$ cat config.mk
export PLATFORM = sky130hd
export DESIGN_NAME = artemis_ddr3_port_ctrl_flat
export DESIGN_NICKNAME = d
export VERILOG_FILES = /design/src/rtl/artemis_ddr3_port_ctrl_if.sv /design/src/rtl/artemis_ddr3_port_ctrl.sv /design/src/flat_wrapper.sv
export SDC_FILE = /design/constraint.sdc
export NUM_CORES = 1
export LEC_CHECK = 0
export CORE_ASPECT_RATIO = 0.8
export CORE_MARGIN = 10
export CORE_UTILIZATION = 31
export DETAILED_ROUTE_END_ITERATION = 10
export MAX_ROUTING_LAYER = met4
export PLACE_DENSITY = 0.79
export RECOVER_POWER = 100
export SYNTH_ARGS = -nofsm -noshare
export SYNTH_HDL_FRONTEND = slang
export SYNTH_SLANG_ARGS = --single-unit
$ cat constraint.sdc
create_clock -name clk -period 1.66 [get_ports clk]
set_input_delay 0.332 -clock clk [delete_from_list [all_inputs] [get_ports clk]]
set_output_delay 0.332 -clock clk [all_outputs]
set_load 0.05 [all_outputs]
$ cat src/rtl/artemis_ddr3_port_ctrl_if.sv
`default_nettype none
// ============================================================================
// Module      : artemis_ddr3_port_ctrl_if
// Description : Host request/data signals and MCB user-port signals for one
//               Artemis DDR3 port controller.
// Revision    : 1.0 - initial release
// ============================================================================
interface artemis_ddr3_port_ctrl_if;
    // Host side
    logic        calibration_done;
    logic        req_valid;
    logic        req_ready;
    logic        req_write;
    logic [29:0] req_addr;
    logic [5:0]  req_len;
    logic        wdat_valid;
    logic        wdat_ready;
    logic [31:0] wdat;
    logic [3:0]  wdat_mask;
    logic        rdat_valid;
    logic        rdat_ready;
    logic [31:0] rdat;
    logic        busy;
    logic        done;
    logic        error;
    // MCB user port side
    logic        cmd_en;
    logic [2:0]  cmd_instr;
    logic [5:0]  cmd_bl;
    logic [29:0] cmd_byte_addr;
    logic        cmd_full;
    logic        wr_en;
    logic [3:0]  wr_mask;
    logic [31:0] wr_data;
    logic        wr_full;
    logic        wr_underrun;
    logic        wr_error;
    logic        rd_en;
    logic [31:0] rd_data;
    logic        rd_empty;
    logic        rd_overflow;
    logic        rd_error;

    // Controller view
    modport slave (
        input  calibration_done, req_valid, req_write, req_addr, req_len,
               wdat_valid, wdat, wdat_mask, rdat_ready,
               cmd_full, wr_full, wr_underrun, wr_error,
               rd_data, rd_empty, rd_overflow, rd_error,
        output req_ready, wdat_ready, rdat_valid, rdat, busy, done, error,
               cmd_en, cmd_instr, cmd_bl, cmd_byte_addr,
               wr_en, wr_mask, wr_data, rd_en
    );

    // Host + MCB environment view
    modport master (
        output calibration_done, req_valid, req_write, req_addr, req_len,
               wdat_valid, wdat, wdat_mask, rdat_ready,
               cmd_full, wr_full, wr_underrun, wr_error,
               rd_data, rd_empty, rd_overflow, rd_error,
        input  req_ready, wdat_ready, rdat_valid, rdat, busy, done, error,
               cmd_en, cmd_instr, cmd_bl, cmd_byte_addr,
               wr_en, wr_mask, wr_data, rd_en
    );
endinterface
`default_nettype wire

$ cat src/rtl/artemis_ddr3_port_ctrl.sv
`default_nettype none
// ============================================================================
// Module      : artemis_ddr3_port_ctrl
// Description : Single MCB user-port transaction controller. Moves one host
//               burst through the write-data, command and read-data FIFOs,
//               handles FIFO backpressure and reports done / sticky error.
// Revision    : 1.0 - initial release
// ============================================================================
module artemis_ddr3_port_ctrl #(
    parameter int TIMEOUT_CYCLES = 1024
) (
    input  wire logic               clk,
    input  wire logic               rst,
    artemis_ddr3_port_ctrl_if.slave bus
);

    localparam int                c_TMO_W    = $clog2(TIMEOUT_CYCLES + 1);
    localparam logic [c_TMO_W-1:0] c_TMO_LAST = c_TMO_W'(TIMEOUT_CYCLES - 1);
    localparam logic [c_TMO_W-1:0] c_TMO_ONE  = c_TMO_W'(1);
    localparam logic [2:0]        c_INSTR_WR = 3'b000;
    localparam logic [2:0]        c_INSTR_RD = 3'b001;

    typedef enum logic [2:0] {
        IDLE     = 3'd0,
        WR_FILL  = 3'd1,
        WR_CMD   = 3'd2,
        RD_CMD   = 3'd3,
        RD_DRAIN = 3'd4
    } state_t;

    state_t               r_state;
    state_t               w_next;
    logic [29:0]          r_addr;
    logic [5:0]           r_len;
    logic [2:0]           r_instr;
    logic [5:0]           r_cnt;
    logic [c_TMO_W-1:0]   r_tmo;
    logic                 r_cmd_en;
    logic                 r_done;
    logic                 r_error;

    logic                 w_req_ready;
    logic                 w_wdat_ready;
    logic                 w_wr_en;
    logic                 w_rdat_valid;
    logic                 w_rd_en;
    logic                 w_cmd_go;
    logic                 w_done_set;
    logic                 w_tmo_hit;
    logic                 w_accept;
    logic                 w_mcb_err;

    assign w_accept  = w_req_ready & bus.req_valid;
    assign w_mcb_err = bus.wr_underrun | bus.wr_error | bus.rd_overflow | bus.rd_error;

    // State register
    always_ff @(posedge clk or posedge rst) begin
        if (rst) begin
            r_state <= IDLE;
        end else begin
            r_state <= w_next;
        end
    end

    // Next-state decode and combinational handshakes for the current state
    always_comb begin
        w_next       = r_state;
        w_req_ready  = 1'b0;
        w_wdat_ready = 1'b0;
        w_wr_en      = 1'b0;
        w_rdat_valid = 1'b0;
        w_rd_en      = 1'b0;
        w_cmd_go     = 1'b0;
        w_done_set   = 1'b0;
        w_tmo_hit    = 1'b0;
        case (r_state)
            IDLE: begin
                // Held low while reset is asserted so nothing is accepted then
                w_req_ready = bus.calibration_done & ~rst;
                if (bus.req_valid && w_req_ready) begin
                    w_next = bus.req_write ? WR_FILL : RD_CMD;
                end
            end
            WR_FILL: begin
                w_wdat_ready = ~bus.wr_full;
                w_wr_en      = bus.wdat_valid & ~bus.wr_full;
                if (w_wr_en && (r_cnt == r_len)) begin
                    w_next = WR_CMD;
                end
            end
            WR_CMD: begin
                if (!bus.cmd_full) begin
                    w_cmd_go   = 1'b1;
                    w_done_set = 1'b1;
                    w_next     = IDLE;
                end
            end
            RD_CMD: begin
                if (!bus.cmd_full) begin
                    w_cmd_go = 1'b1;
                    w_next   = RD_DRAIN;
                end
            end
            RD_DRAIN: begin
                w_rdat_valid = ~bus.rd_empty;
                w_rd_en      = ~bus.rd_empty & bus.rdat_ready;
                if (w_rd_en && (r_cnt == r_len)) begin
                    w_done_set = 1'b1;
                    w_next     = IDLE;
                end else if (bus.rd_empty && (r_tmo == c_TMO_LAST)) begin
                    // Late data is left in the MCB FIFO; recovery needs a reset
                    w_tmo_hit = 1'b1;
                    w_next    = IDLE;
                end
            end
            default: begin
                w_next = IDLE;
            end
        endcase
    end

    // Request latch, beat counter, drain timeout, command/done pulses and sticky error
    always_ff @(posedge clk or posedge rst) begin
        if (rst) begin
            r_addr   <= '0;
            r_len    <= '0;
            r_instr  <= '0;
            r_cnt    <= '0;
            r_tmo    <= '0;
            r_cmd_en <= 1'b0;
            r_done   <= 1'b0;
            r_error  <= 1'b0;
        end else begin
            r_cmd_en <= w_cmd_go;
            r_done   <= w_done_set;

            if (w_accept) begin
                r_addr  <= bus.req_addr & 30'h3FFF_FFFC;
                r_len   <= bus.req_len;
                r_instr <= bus.req_write ? c_INSTR_WR : c_INSTR_RD;
                r_cnt   <= '0;
            end else if (w_wr_en || w_rd_en) begin
                r_cnt <= r_cnt + 6'd1;
            end

            if (w_accept || (r_state != RD_DRAIN) || !bus.rd_empty) begin
                r_tmo <= '0;
            end else begin
                r_tmo <= r_tmo + c_TMO_ONE;
            end

            if (w_accept) begin
                r_error <= 1'b0;
            end else if (w_tmo_hit || ((r_state != IDLE) && w_mcb_err)) begin
                r_error <= 1'b1;
            end
        end
    end

    assign bus.req_ready     = w_req_ready;
    assign bus.wdat_ready    = w_wdat_ready;
    assign bus.wr_en         = w_wr_en;
    assign bus.wr_data       = bus.wdat;
    assign bus.wr_mask       = bus.wdat_mask;
    assign bus.rdat_valid    = w_rdat_valid;
    assign bus.rdat          = bus.rd_data;
    assign bus.rd_en         = w_rd_en;
    assign bus.busy          = (r_state != IDLE);
    assign bus.done          = r_done;
    assign bus.error         = r_error;
    assign bus.cmd_en        = r_cmd_en;
    assign bus.cmd_instr     = r_instr;
    assign bus.cmd_bl        = r_len;
    assign bus.cmd_byte_addr = r_addr;

endmodule
`default_nettype wire
$ cat src/flat_wrapper.sv
// flat-port wrapper written by rule: the top's interface ports become plain ports
module artemis_ddr3_port_ctrl_flat 
#(
    parameter int TIMEOUT_CYCLES = 1024
)
  (clk, rst, bus_calibration_done, bus_req_valid, bus_req_write, bus_req_addr, bus_req_len, bus_wdat_valid, bus_wdat, bus_wdat_mask, bus_rdat_ready, bus_cmd_full, bus_wr_full, bus_wr_underrun, bus_wr_error, bus_rd_data, bus_rd_empty, bus_rd_overflow, bus_rd_error, bus_req_ready, bus_wdat_ready, bus_rdat_valid, bus_rdat, bus_busy, bus_done, bus_error, bus_cmd_en, bus_cmd_instr, bus_cmd_bl, bus_cmd_byte_addr, bus_wr_en, bus_wr_mask, bus_wr_data, bus_rd_en);
  artemis_ddr3_port_ctrl_if bus_i ();
  input  wire logic clk;
  input  wire logic rst;
  input wire logic [$bits(bus_i.calibration_done)-1:0] bus_calibration_done;
  input wire logic [$bits(bus_i.req_valid)-1:0] bus_req_valid;
  input wire logic [$bits(bus_i.req_write)-1:0] bus_req_write;
  input wire logic [$bits(bus_i.req_addr)-1:0] bus_req_addr;
  input wire logic [$bits(bus_i.req_len)-1:0] bus_req_len;
  input wire logic [$bits(bus_i.wdat_valid)-1:0] bus_wdat_valid;
  input wire logic [$bits(bus_i.wdat)-1:0] bus_wdat;
  input wire logic [$bits(bus_i.wdat_mask)-1:0] bus_wdat_mask;
  input wire logic [$bits(bus_i.rdat_ready)-1:0] bus_rdat_ready;
  input wire logic [$bits(bus_i.cmd_full)-1:0] bus_cmd_full;
  input wire logic [$bits(bus_i.wr_full)-1:0] bus_wr_full;
  input wire logic [$bits(bus_i.wr_underrun)-1:0] bus_wr_underrun;
  input wire logic [$bits(bus_i.wr_error)-1:0] bus_wr_error;
  input wire logic [$bits(bus_i.rd_data)-1:0] bus_rd_data;
  input wire logic [$bits(bus_i.rd_empty)-1:0] bus_rd_empty;
  input wire logic [$bits(bus_i.rd_overflow)-1:0] bus_rd_overflow;
  input wire logic [$bits(bus_i.rd_error)-1:0] bus_rd_error;
  output wire logic [$bits(bus_i.req_ready)-1:0] bus_req_ready;
  output wire logic [$bits(bus_i.wdat_ready)-1:0] bus_wdat_ready;
  output wire logic [$bits(bus_i.rdat_valid)-1:0] bus_rdat_valid;
  output wire logic [$bits(bus_i.rdat)-1:0] bus_rdat;
  output wire logic [$bits(bus_i.busy)-1:0] bus_busy;
  output wire logic [$bits(bus_i.done)-1:0] bus_done;
  output wire logic [$bits(bus_i.error)-1:0] bus_error;
  output wire logic [$bits(bus_i.cmd_en)-1:0] bus_cmd_en;
  output wire logic [$bits(bus_i.cmd_instr)-1:0] bus_cmd_instr;
  output wire logic [$bits(bus_i.cmd_bl)-1:0] bus_cmd_bl;
  output wire logic [$bits(bus_i.cmd_byte_addr)-1:0] bus_cmd_byte_addr;
  output wire logic [$bits(bus_i.wr_en)-1:0] bus_wr_en;
  output wire logic [$bits(bus_i.wr_mask)-1:0] bus_wr_mask;
  output wire logic [$bits(bus_i.wr_data)-1:0] bus_wr_data;
  output wire logic [$bits(bus_i.rd_en)-1:0] bus_rd_en;
  assign bus_i.calibration_done = bus_calibration_done;
  assign bus_i.req_valid = bus_req_valid;
  assign bus_i.req_write = bus_req_write;
  assign bus_i.req_addr = bus_req_addr;
  assign bus_i.req_len = bus_req_len;
  assign bus_i.wdat_valid = bus_wdat_valid;
  assign bus_i.wdat = bus_wdat;
  assign bus_i.wdat_mask = bus_wdat_mask;
  assign bus_i.rdat_ready = bus_rdat_ready;
  assign bus_i.cmd_full = bus_cmd_full;
  assign bus_i.wr_full = bus_wr_full;
  assign bus_i.wr_underrun = bus_wr_underrun;
  assign bus_i.wr_error = bus_wr_error;
  assign bus_i.rd_data = bus_rd_data;
  assign bus_i.rd_empty = bus_rd_empty;
  assign bus_i.rd_overflow = bus_rd_overflow;
  assign bus_i.rd_error = bus_rd_error;
  assign bus_req_ready = bus_i.req_ready;
  assign bus_wdat_ready = bus_i.wdat_ready;
  assign bus_rdat_valid = bus_i.rdat_valid;
  assign bus_rdat = bus_i.rdat;
  assign bus_busy = bus_i.busy;
  assign bus_done = bus_i.done;
  assign bus_error = bus_i.error;
  assign bus_cmd_en = bus_i.cmd_en;
  assign bus_cmd_instr = bus_i.cmd_instr;
  assign bus_cmd_bl = bus_i.cmd_bl;
  assign bus_cmd_byte_addr = bus_i.cmd_byte_addr;
  assign bus_wr_en = bus_i.wr_en;
  assign bus_wr_mask = bus_i.wr_mask;
  assign bus_wr_data = bus_i.wr_data;
  assign bus_rd_en = bus_i.rd_en;
  artemis_ddr3_port_ctrl #(.TIMEOUT_CYCLES(TIMEOUT_CYCLES)) u_core (.clk(clk), .rst(rst), .bus(bus_i));
endmodule
==> run metrics, run 1 <==
run status aborted with a tool error; Stopped at 5_2_route; Halt Reason [ERROR DRT-0255] Maze Route cannot find path of net bus_rd_data[1] in worker of routeBox ( 96600 96600 ) ( 132195 109755 ).; worst endpoint after global-route timing repair bus_rd_en; Inserted Clock Buffers 9; predominant post-synthesis flop cell sky130_fd_sc_hd__dfrtp_1; Netlist Area Pre-Place 3122 um2; Placed Cells incl. Taps 521; average footprint of a synthesized cell 8.894 um2; overall fraction of global-route tracks in use 12.41%; number of I/O pins 234; count of H-tree levels built during CTS 3; worst-case clock buffer depth 2; horizontal die dimension 132.2 um; PortBufs 91; number of synthesized register bits 58; Post-synth EDFFs 0; yosys synthesis warning count 0; cell chosen for the clock root sky130_fd_sc_hd__clkbuf_16; leading cell types by total area after synthesis sky130_fd_sc_hd__dfrtp_1 46%, sky130_fd_sc_hd__buf_4 17%, sky130_fd_sc_hd__nand2_1 13%, sky130_fd_sc_hd__xor2_1 2.5%, sky130_fd_sc_hd__nor2_1 2.3%; effective utilization at floorplan 32.09%; first-pass GRT wire length 13960 um; gp weighted congestion 0.8352; maximum number of pins on one net before global-route repair 39; vias in the first global route 2733; initial antenna violation count 0; Netlist cell types 37; post-synth top area cell sky130_fd_sc_hd__dfrtp_1; # clock sinks 58; ys async rst share 100.0%; Die Height 109.8 um; standard-cell row count 32; proportion of netlist area held by the largest area contributor 46.49%; Post-Syn Instances 351; worst-path endpoint category primary output; overflow left after global routing 0; HPWL after detailed placement 6068 um; portion of the post-synthesis area used by sequential elements 46.49%
==> Yosys cell counts, types with 2 or more instances <==
library cell              number
sky130_fd_sc_hd__ha_1          2
sky130_fd_sc_hd__inv_1         7
sky130_fd_sc_hd__and4_1        2
sky130_fd_sc_hd__or3_1         6
sky130_fd_sc_hd__a21oi_1       8
sky130_fd_sc_hd__nand3_1       8
sky130_fd_sc_hd__xnor2_1       4
sky130_fd_sc_hd__nor3b_1       2
sky130_fd_sc_hd__and2_1        2
sky130_fd_sc_hd__buf_6         5
sky130_fd_sc_hd__nand4_1       2
sky130_fd_sc_hd__o21ai_0       7
sky130_fd_sc_hd__nor3_1        3
sky130_fd_sc_hd__nor2_1       19
sky130_fd_sc_hd__xor2_1        9
sky130_fd_sc_hd__nand2_1     108
sky130_fd_sc_hd__buf_4        72
sky130_fd_sc_hd__nor4_1        3
sky130_fd_sc_hd__dfrtp_1      58
sky130_fd_sc_hd__o31a_1        2
sky130_fd_sc_hd__buf_2         6
==> what timing repair did <==
item,CTS,global route
cloned,3,6
setup buffers,8,4
hold buffers,0,0
resized for setup,14,125
pin swaps,6,77
setup endpoints to repair,38,49
==> through the flow <==
stage | util [%] | cell area (um2) | hold slack [ns] | setup slack [ns]
floorplan | - | 3169 | 0.4244 | -0.3507
global route | 47.96 | 4666 | 0.4980 | -0.2316
global placement | 39.29 | 3822 | 0.4507 | -0.2528
detailed placement | 39.29 | 3822 | 0.4579 | -0.3465
CTS | 44.12 | 4293 | 0.4700 | -0.2098
==> routing by layer <==
layer	GRT usage (%)
met2	20.32
met5	-
met1	13.57
met3	5.014
met4	4.467
==> kinds of logic after synthesis <==
kind of cell,after synthesis,synth area share (%)
multiplexers,1,0.3207
flip-flops,58,46.49
AND/OR/NAND/NOR,161,22.61
AO/OA/AOI/OAI,24,4.970
buffers and inverters,91,21.04
other,1,0.1201
adder cells (fa/ha/maj),2,0.8015
XOR/XNOR,13,3.647
==> inputs of run 2 (changes only) <==
--- a/config.mk
+++ b/config.mk
@@ -5,12 +5,10 @@
 export SDC_FILE = /design/constraint.sdc
 export NUM_CORES = 1
 export LEC_CHECK = 0
-export CORE_ASPECT_RATIO = 0.8
 export CORE_MARGIN = 10
-export CORE_UTILIZATION = 31
+export CORE_UTILIZATION = 34
 export DETAILED_ROUTE_END_ITERATION = 10
-export MAX_ROUTING_LAYER = met4
-export PLACE_DENSITY = 0.79
+export PLACE_DENSITY_LB_ADDON = 0.15
 export RECOVER_POWER = 100
 export SYNTH_ARGS = -nofsm -noshare
 export SYNTH_HDL_FRONTEND = slang
==> constraint.sdc (replaced) <==
create_clock -name clk -period 2.2 [get_ports clk]
set_input_delay 0.44 -clock clk [delete_from_list [all_inputs] [get_ports clk]]
set_output_delay 0.44 -clock clk [all_outputs]
set_load 0.05 [all_outputs]
==> run 2 against run 1 <==
Against the previous run:
- the flow now finishes without violations
- synthesized cell count unchanged
- area after synthesis unchanged
- global-route usage shrank 1.1 points
==> run metrics, run 2 <==
clock latency on the worst-skew pair 0.33 ns; number of synthesized register bits 58; leading cell types by total area after synthesis sky130_fd_sc_hd__dfrtp_1 46%, sky130_fd_sc_hd__buf_4 17%, sky130_fd_sc_hd__nand2_1 13%, sky130_fd_sc_hd__xor2_1 2.5%, sky130_fd_sc_hd__nor2_1 2.3%; worst-path cell with the longest stage delay sky130_fd_sc_hd__clkdlybuf4s50_1; most numerous cell in the Yosys netlist sky130_fd_sc_hd__nand2_1; vias in the first global route 2344; Top Metal Used met4; run status completed; proportion of netlist area held by the largest area contributor 46.49%; min Tclk post-route 2.155 ns; post-synth top area cell sky130_fd_sc_hd__dfrtp_1; total power density per cell area 1391 nW/um2; non-filler instance count after layout 500; final critical-path setup slack 0.04545 ns; synthesis-to-layout area growth 23.49%; Highest Clock Rate 464.1 MHz; register-to-register setup slack 0.28 ns; Power Total 5.361 mW; wire length on met3 745 um; total number of nets in the final design 507; endpoints failing hold 0; Post-Syn Instances 351; share of cells above drive strength 1 8.163%; Static Leakage 1.819 nW; Placed Cells incl. Taps 484; worst hold endpoint u_core.bus.cmd_byte_addr[18]; maximum number of pins on one net before global-route repair 35; commonest cells after routing, fill and taps aside 108 x sky130_fd_sc_hd__nand2_1, 58 x sky130_fd_sc_hd__dfrtp_1, 46 x sky130_fd_sc_hd__clkdlybuf4s50_1; max FFs per register 28; initial antenna violation count 0; effective utilization at floorplan 35.28%; Post-CTS Setup Bufs 0; First-pass DRT Iterations 4; worst-case clock buffer depth 2; WHS Path Cells 2; RSZ-0062 raised after global routing no; standard-cell row count 34; vias 2245; fill count 883; # diodes 0; Antenna Violating Nets Remaining 0; actual slew at the worst max-slew pin 0.8609 ns; HPWL after detailed placement 5488 um; overall fraction of global-route tracks in use 11.26%; # clock sinks 58; clock-pin slew of the registers on the worst-case setup and hold paths 0.06 ns; average footprint of a synthesized cell 8.894 um2; drt drc 0; portion of the post-synthesis area used by sequential elements 46.49%; number of I/O pins 234; Total Wirelength 7345 um; data arrival time at the worst-slack endpoint 1.71 ns; largest stage delay on the critical path 0.47 ns; horizontal die dimension 115.8 um; Post-synth EDFFs 0; Netlist cell types 37; Design Area, Final 3855 um2; count of instances resized after the clock tree is built 0; first-pass GRT wire length 11940 um; yosys synthesis warning count 0; end of the worst register-to-register path u_core.bus.cmd_byte_addr[23]; Max-slew headroom 42.54%; max-slew violation count 0; number of buffers inserted by hold repair at cts 0; commonest cells in the netlist 108 x sky130_fd_sc_hd__nand2_1, 72 x sky130_fd_sc_hd__buf_4, 58 x sky130_fd_sc_hd__dfrtp_1, 19 x sky130_fd_sc_hd__nor2_1, 9 x sky130_fd_sc_hd__xor2_1; min-delay src u_core.bus.cmd_byte_addr[18]; fin crit share 97.93%; Worst Skew 0.01108 ns; maximum capacitance violations 0; worst min-delay path category register to register; PortBufs 91; Routed wire per std cell 14.69 um; Detailed Route Iter0 Violations 68; post-DR vias/cell 4.490; Critical Path, Cell by Cell clkdlybuf4s50_1, nor4b_4, and2_1, buf_12; Die Height 115.8 um; largest fanout on the critical path 4; ys async rst share 100.0%; CTS tree built; Netlist Area Pre-Place 3122 um2; Setup crit start kind input pin; peak supply drop 0.0006363 V; RR Startpoint u_core.r_state[1]; count of H-tree levels built during CTS 3; sort of element at the end of the critical path primary output; worst setup slack before clock tree synthesis 0.02991 ns; most common cell after layout, fill and taps aside sky130_fd_sc_hd__nand2_1; cell area reported after detailed placement 3752 um2; standard cell core area 8848 um2; overflow left after global routing 0; cell count of the worst reg-to-reg path 5; gp weighted congestion 0.7509; wl on met1 3255 um; Setup Viol. Count Final 0; type of the setup path with the least slack input pin to primary output; Die Area 13410 um2; data required time of the critical path 1.76 ns; predominant post-synthesis flop cell sky130_fd_sc_hd__dfrtp_1; metal2 WL 3251 um; Inserted Clock Buffers 9; cell chosen for the clock root sky130_fd_sc_hd__clkbuf_8
[run 2: cell counts after synthesis]
No cell type changed its count.
[run 2: cell families after synthesis]
family                     Yosys count  share of synthesized area (%)
xor gates and xnor gates            13                          3.647
other                                1                         0.1201
DFF                                 58                          46.49
and+or+nand+nor                    161                          22.61
adders and majority gates            2                         0.8015
AOI/OAI and AO/OA                   24                          4.970
buffers and inverters               91                          21.04
muxes                                1                         0.3207
[run 2: through the flow]
stage / hold WS (ns) / util, % / TNS, ns
2_1_floorplan: 0.4549 / - / -0.01836
5_1_grt: 0.4867 / 43.57 / 0
6_report: 0.4645 / 43.57 / 0
3_5_place_dp: 0.4616 / 42.41 / 0
4_1_cts: 0.4770 / 44.26 / 0
3_3_place_gp: 0.4563 / 42.41 / 0
[run 2: report_power, final]
| part | switching (mW) | leakage (nW) | total [mW] | internal [mW] |
|---|---|---|---|---|
| clock network | 0.406 | 0.0872 | 0.841 | 0.435 |
| logic | 1.99 | 0.984 | 2.85 | 0.866 |
| registers | 0.222 | 0.748 | 1.67 | 1.44 |
[run 2: worst max-delay path, delay by kind of cell]
kind | cells | cell delay (ns)
buf+inv | 2 | 0.63
simple gates | 2 | 0.65
[run 2: cell type report]
class | count | area (um2) | share of cell area (%)
sequential | 58 | 1451 | 37.65
timing repair buffer | 106 | 1041 | 27.00
multi-input combinational | 205 | 1037 | 26.91
clock buffer | 13 | 148.9 | 3.862
tap | 108 | 135.1 | 3.505
inverter | 7 | 26.28 | 0.6816
clock inverter | 3 | 15.01 | 0.3895
[run 2: worst max-delay path by stage]
stage	startpoint	to	slack, ns
2_1_floorplan	u_core.r_state[1]	bus_req_ready	-0.02
3_3_place_gp	bus_rd_empty	bus_rd_en	0.07
3_5_place_dp	bus_rd_empty	bus_rd_en	0.03
4_1_cts	u_core.r_state[1]	bus_req_ready	0.03
5_1_grt	u_core.r_state[1]	bus_req_ready	0.009
6_report	bus_rd_empty	bus_rd_en	0.05
[run 2: per-layer routing]
metal / up-vias / track usage [%]
met2: 75 / 17.03
met3: 16 / 5.633
met5: - / 0
met1: 1036 / 13.51
met4: 0 / 4.170
li1: 1118 / -
Note: power is estimated with default switching activity, not from simulation.
